==> src/rtl/bit_serial_adder_pkg.sv <==
// Shared definitions for the bit-serial adder: FSM state encoding and the
// counter-width helper.
package bit_serial_adder_pkg;

  typedef enum logic [1:0] {
    StIdle  = 2'd0,
    StShift = 2'd1,
    StDone  = 2'd2
  } state_e;

  // One extra bit so the counter can hold WIDTH-1 for any WIDTH >= 1.
  function automatic int unsigned cnt_width(input int unsigned width);
    return $clog2(width) + 1;
  endfunction

endpackage

==> src/rtl/full_adder_cell.sv <==
// Purely combinational 1-bit full adder used as the serial datapath cell.
module full_adder_cell (
  input  logic a,
  input  logic b,
  input  logic cin,
  output logic s,
  output logic cout
);

  assign s    = a ^ b ^ cin;
  assign cout = (a & b) | (a & cin) | (b & cin);

endmodule

==> src/rtl/bit_serial_adder.sv <==
// LSB-first bit-serial adder: one full-adder cell, a registered carry and
// held sum/carry outputs that only change on completion or reset.
module bit_serial_adder
  import bit_serial_adder_pkg::*;
#(
  parameter int unsigned WIDTH = 8
) (
  input  logic             clk_in,
  input  logic             rst_in,
  input  logic             start_in,
  input  logic [WIDTH-1:0] a_in,
  input  logic [WIDTH-1:0] b_in,
  input  logic             carry_in,
  output logic             busy_out,
  output logic             done_out,
  output logic [WIDTH-1:0] sum_out,
  output logic             carry_out
);

  localparam int unsigned CntW = cnt_width(WIDTH);
  localparam logic [CntW-1:0] LastCnt = CntW'(WIDTH - 1);

  state_e            state_q, state_d;
  logic [WIDTH-1:0]  a_q, b_q, psum_q, sum_q;
  logic [WIDTH-1:0]  psum_next;
  logic [CntW-1:0]   cnt_q;
  logic              c_q, cout_q;
  logic              fa_s, fa_cout;
  logic              accept, last;

  full_adder_cell u_fa (
    .a    (a_q[0]),
    .b    (b_q[0]),
    .cin  (c_q),
    .s    (fa_s),
    .cout (fa_cout)
  );

  assign accept    = start_in && ((state_q == StIdle) || (state_q == StDone));
  assign last      = (state_q == StShift) && (cnt_q == LastCnt);
  // New sum bit enters at the MSB so the LSB-first result ends up aligned.
  assign psum_next = (psum_q >> 1) | (WIDTH'(fa_s) << (WIDTH - 1));

  always_ff @(posedge clk_in) begin
    if (rst_in) begin
      state_q <= StIdle;
    end else begin
      state_q <= state_d;
    end
  end

  always_comb begin
    state_d = state_q;
    unique case (state_q)
      StIdle:  if (start_in) state_d = StShift;
      StShift: if (cnt_q == LastCnt) state_d = StDone;
      StDone:  state_d = start_in ? StShift : StIdle;
      default: state_d = StIdle;
    endcase
  end

  always_comb begin
    busy_out = 1'b0;
    done_out = 1'b0;
    busy_out = (state_q == StShift);
    done_out = (state_q == StDone);
  end

  always_ff @(posedge clk_in) begin
    if (rst_in) begin
      a_q    <= '0;
      b_q    <= '0;
      psum_q <= '0;
      c_q    <= 1'b0;
      cnt_q  <= '0;
      sum_q  <= '0;
      cout_q <= 1'b0;
    end else if (accept) begin
      a_q   <= a_in;
      b_q   <= b_in;
      c_q   <= carry_in;
      cnt_q <= '0;
    end else if (state_q == StShift) begin
      a_q    <= a_q >> 1;
      b_q    <= b_q >> 1;
      psum_q <= psum_next;
      c_q    <= fa_cout;
      cnt_q  <= cnt_q + CntW'(1);
      if (last) begin
        sum_q  <= psum_next;
        cout_q <= fa_cout;
      end
    end
  end

  assign sum_out   = sum_q;
  assign carry_out = cout_q;

endmodule

==> config.mk <==
export PLATFORM = sky130hd
export DESIGN_NAME = bit_serial_adder
export DESIGN_NICKNAME = d
export VERILOG_FILES = /design/src/rtl/bit_serial_adder_pkg.sv /design/src/rtl/full_adder_cell.sv /design/src/rtl/bit_serial_adder.sv
export SDC_FILE = /design/constraint.sdc
export NUM_CORES = 1
export LEC_CHECK = 0
export ABC_AREA = 1
export CAP_MARGIN = 30
export CELL_PAD_IN_SITES_DETAIL_PLACEMENT = 1
export CELL_PAD_IN_SITES_GLOBAL_PLACEMENT = 2
export CORE_ASPECT_RATIO = 0.5
export CORE_MARGIN = 4
export CORE_UTILIZATION = 31
export DETAILED_ROUTE_END_ITERATION = 7
export PLACE_DENSITY_LB_ADDON = 0.12
export SLEW_MARGIN = 40
export SYNTH_ARGS = -nofsm -noshare
export SYNTH_HDL_FRONTEND = slang
export SYNTH_SLANG_ARGS = --single-unit
export TNS_END_PERCENT = 20
==> constraint.sdc <==
create_clock -name clk_in -period 3.13 [get_ports clk_in]
set_clock_uncertainty 0.05 [all_clocks]
set_input_delay 0.626 -clock clk_in [delete_from_list [all_inputs] [get_ports clk_in]]
set_output_delay 0.626 -clock clk_in [all_outputs]
set_load 0.005 [all_outputs]
Yosys cells after proc, flatten, opt, wreduce, memory -nomap -nowiden
Index checks and enable logic that the tools add are counted.
{ "totals": {"register_bits": 40, "latch_bits": 0, "mem_bits_rw": 0, "romBits": 0, "inputBits": 20, "elab_cells": 42, "mem_count": 0} }
{ "op_classes": {"n_addsub": 1, "multipliers": 0, "n_div": 0, "magnitude_cmp": 0, "eq_ne": 5, "shift": 0, "muxes": 10, "bitwise": 9, "reduce_logical": 9} }
{ "ops": {"columns": ["cell", "n"], "rows": [
  ["$mux W8", 4],
  ["$or A7 B8 Y8", 1],
  ["$pmux W2 S3", 1],
  ["$add A4 B1 Y4 const B", 1],
  ["$eq A4 B3 Y1 const B", 1],
  ["$mux W2", 2],
  ["$reduce_and A2 Y1", 2],
  ["$and A1 B1 Y1", 3],
  ["$mux W1", 3],
  ["$reduce_and A3 Y1", 1],
  ["$eq A2 B1 Y1 const B", 1],
  ["$eq A2 B2 Y1 const B", 1],
  ["$logic_and A1 B1 Y1", 2],
  ["$logic_not A2 Y1", 1],
  ["$ne A2 B1 Y1 const B", 1],
  ["$ne A2 B2 Y1 const B", 1],
  ["$or A1 B1 Y1", 2],
  ["$reduce_bool A2 Y1", 1],
  ["$reduce_or A2 Y1", 1],
  ["$xor A1 B1 Y1", 2],
  ["$logic_or A1 B1 Y1", 1],
  ["$not A1 Y1", 1]
]} }

Longest topological paths before layout
{ "depth": {"ltp_word": 5, "depth_mapped": 8, "ltp_nobuf": 7} }

Modules after synthesis
A second synthesis with hierarchy kept.
{ "hier_totals": {"hier_cells": 241, "area_unflattened_um2": 1707.9} }
{ "by_module_without_submodules": {"columns": ["module", "n_inst", "cells_per_inst", "area_each_um2"], "rows": [
  ["bit_serial_adder", 1, 240, 1687.9],
  ["full_adder_cell", 1, 1, 20.0]
]} }

Worst setup path before layout
OpenSTA, ideal clock, no wires.
{ "synth_timing": {"path_kind": "reg2out", "start": "register state_q[0]", "end": "output busy_out", "arrival_ns": 0.807, "setup_slack_ns": 1.647, "stages_incl_launch_ff": 6, "n_path_buf": 3, "path_cell_list": "dfxtp_1 -> buf_6 -> nand2_4 -> buf_6 -> inv_4 -> buf_6"} }
{ "synth_between": {"elab_chain_len": 1} }
{ "synth_lines": {"columns": ["element", "line", "rtl"], "rows": [
  ["from (decl)", "bit_serial_adder.sv:23", "state_e state_q, state_d;"],
  ["from (signal assigned)", "bit_serial_adder.sv:46", "state_q <= StIdle;"],
  ["from (signal assigned)", "bit_serial_adder.sv:48", "state_q <= state_d;"],
  ["$eq A2 B1 Y1", "bit_serial_adder.sv:65", "busy_out = (state_q == StShift);"],
  ["to (decl)", "bit_serial_adder.sv:14", "output logic busy_out,"]
]} }
No other way between the ends.

Worst setup path in the final report
Ends and elaborated chain as after synthesis.

==> impl_metrics.ini <==
[status]
status = finished clean

[synth]
yosys.area_share.simple = 0.2937
ys_warn_count = 0
synth_area_per_cell_um2 = 7.136
synth_cell_type_count = 20
synth.area.top_cells = dfxtp_1 (44%), nand2_1 (9.8%), nor2_1 (8.6%)
yosys-mux-area-fraction = 0
syn_nets = 268
synth_top_family_by_area = simple AND/OR/NAND/NOR gates
yosysSeqAreaShare = 0.4448
syn-instance-count = 246
synth-xor-area-share = 0
synth_top_cell_area_share = 0.4448
synth_compound_area_frac = 0.1126
synthAdderAreaFrac = 0.01853
yosysTopAreaCell = dfxtp_1
synth-seq-cells = 39
synth_area_um2 = 1755

[setup_path]
reg2reg_to = carry_out
rrSetupSlack_ps = 1510
required_ps = 2450
cp.arrival_ps = 1500
worstRegToRegCells = 7
start_kind = flop
crit_type = reg2out
end_kind = output port
critPathMaxFanout = 13
r2r_start = state_q[0]

[placed_design]
dp_hpwl_um = 3125
numPortBuffers = 30
place.gp.congestion = 0.7702

[cts]
clk_path_buf_depth = 2
cts_tree = yes
root_buffer = clkbuf_16
postCtsHoldBufs = 0
clkSinkCount = 39
numCtsBuffers = 5
path_clk_slew_ps = 60
htree_num_levels = 2
postCtsSetupBuffers = 0
cts_resized = 0
clk_latency_ps = 280

[detailed_routing]
num_vias = 1614
first_pass_iters = 4
wl_per_cell_um = 12.82
top_layer = met4
wl_met2_um = 2029
drtIter0Drc = 27
drc = 0
final_antenna_net_count = 0
met3RoutedLength_um = 155
via_per_inst = 4.611
wirelength_um = 4488
met1_length_um = 2262

[power]
p_leak_nw = 0.9697
power_density_nw_per_um2 = 596.0
total_power_mw = 1.358
irDropWorstVdd_uv = 220.9

[sta]
hold_viol_final = 0
tightest_slew_ps = 710.3
drv_slew = 0
period_minus_slack_ps = 2178
relSlewSlack = 0.5236
grt_setup_unrepaired = no
setup_viol = 0
timing.setup.tns_ps = 0
fmax_mhz = 459.1
fin_crit_sh = 0.6959

[floorplanning]
row_count = 19
start_util = 0.3197
dieArea_um2 = 7004
die_w_um = 114.4
boundaryPins = 31
die_y_um = 61.21
design.core.area_um2 = 5492

[global_routing]
grt_start_max_net_pins = 29
grtUsageTotal = 0.1441
grt_antenna_before_repair = 0
grt_pass1_vias = 1589
gr-total-overflow = 0
grt_pass1_wl_um = 7803

[cells_and_area]
fill_cells = 694
area_growth_pct = 29.79
layout-drive-gt1-share = 0.08664
final_common_cell = nand2_1
layout_common_cells = nand2_1 (46), nor2_1 (40), dfxtp_1 (39), inv_1 (30), clkdlybuf4s50_1 (30)
layout.nets = 298
n_antenna_cell = 0

[run]
max-cap-violations = 0

[worst_hold_path]
min_to = psum_q[1]
hp-class = reg2reg
min_path_cells = 2
min-delay-start = psum_q[1]
registers in the layout, summed over array words and instances (netlist names):
register   flops
state_q        2
carry_out      1
a_q            8
b_q            8
cnt_q          4
psum_q         7
sum_out        8
c_q            1
stage by stage:
step / instance area, um2 / worst slack (ps) / cells / util / hold slack (ps)
2_1_floorplan: 1755 / 1647 / 246 / - / 380.0
3_3_place_gp: 2090 / 958.6 / 342 / 0.3805 / 392.2
3_5_place_dp: 2090 / 892.8 / 342 / 0.3805 / 411.2
4_1_cts: 2278 / 929.9 / 350 / 0.4149 / 420.3
5_1_grt: 2278 / 827.9 / 350 / 0.4149 / 444.5
6_report: 2278 / 952.0 / 350 / 0.4149 / 413.7
critical path: stages (launching register included):
cell and delay (ps):
dfxtp_1 310, buf_4 190, nand2_4 70, inv_4 140
clkdlybuf4s50_1 520
cell type report:
cell class / count / area [um2] / share of cell area
Timing Repair Buffer: 35 / 337.8 / 0.1483
Sequential cell: 39 / 780.7 / 0.3427
Clock inverter: 2 / 60.06 / 0.02636
Multi-Input combinational cell: 160 / 745.7 / 0.3273
Clock buffer: 6 / 128.9 / 0.05656
Inverter: 35 / 133.9 / 0.05876
Tap cell: 73 / 91.34 / 0.04009
how the worst max path moves through the flow:
stage,from,to,cells after the start
finish,state_q[0],busy_out,4
global route,rst_in,sum_out[6],5
CTS,state_q[0],busy_out,4
detailed placement,rst_in,sum_out[6],5
global placement,rst_in,sum_out[4],5
floorplan,state_q[0],busy_out,5
Yosys cell counts:
cell and count:
nor2_1 40, nor2_4 1, fa_1 1, nand2_1 46, buf_4 3, inv_4 1, nand3_1 28, dfxtp_1 39
o21ai_0 24, inv_1 31, nand2_4 2, a21oi_1 12, clkbuf_1 3, a21oi_2 2, nor2_2 1, nand2_2 2
ha_1 1, buf_2 1, inv_2 3, buf_6 5
per-layer routing:
metal / global-route usage / up-vias
met4: 0.04061 / 0
met5: 0 / -
met2: 0.2341 / 25
li1: - / 826
met3: 0.03925 / 5
met1: 0.1922 / 758
where the power goes:
| part | internal (mW) | switching (mW) |
|---|---|---|
| Sequential | 0.527 | 0.0179 |
| Clock | 0.457 | 0.200 |
| Combinational | 0.0647 | 0.0909 |
cells by family after synthesis:
group | Yosys count
simple gates | 120
buf+inv | 47
flops | 39
compound gates | 38
fa+ha+maj | 2
No activity file was read; power rests on OpenSTA's default activity.
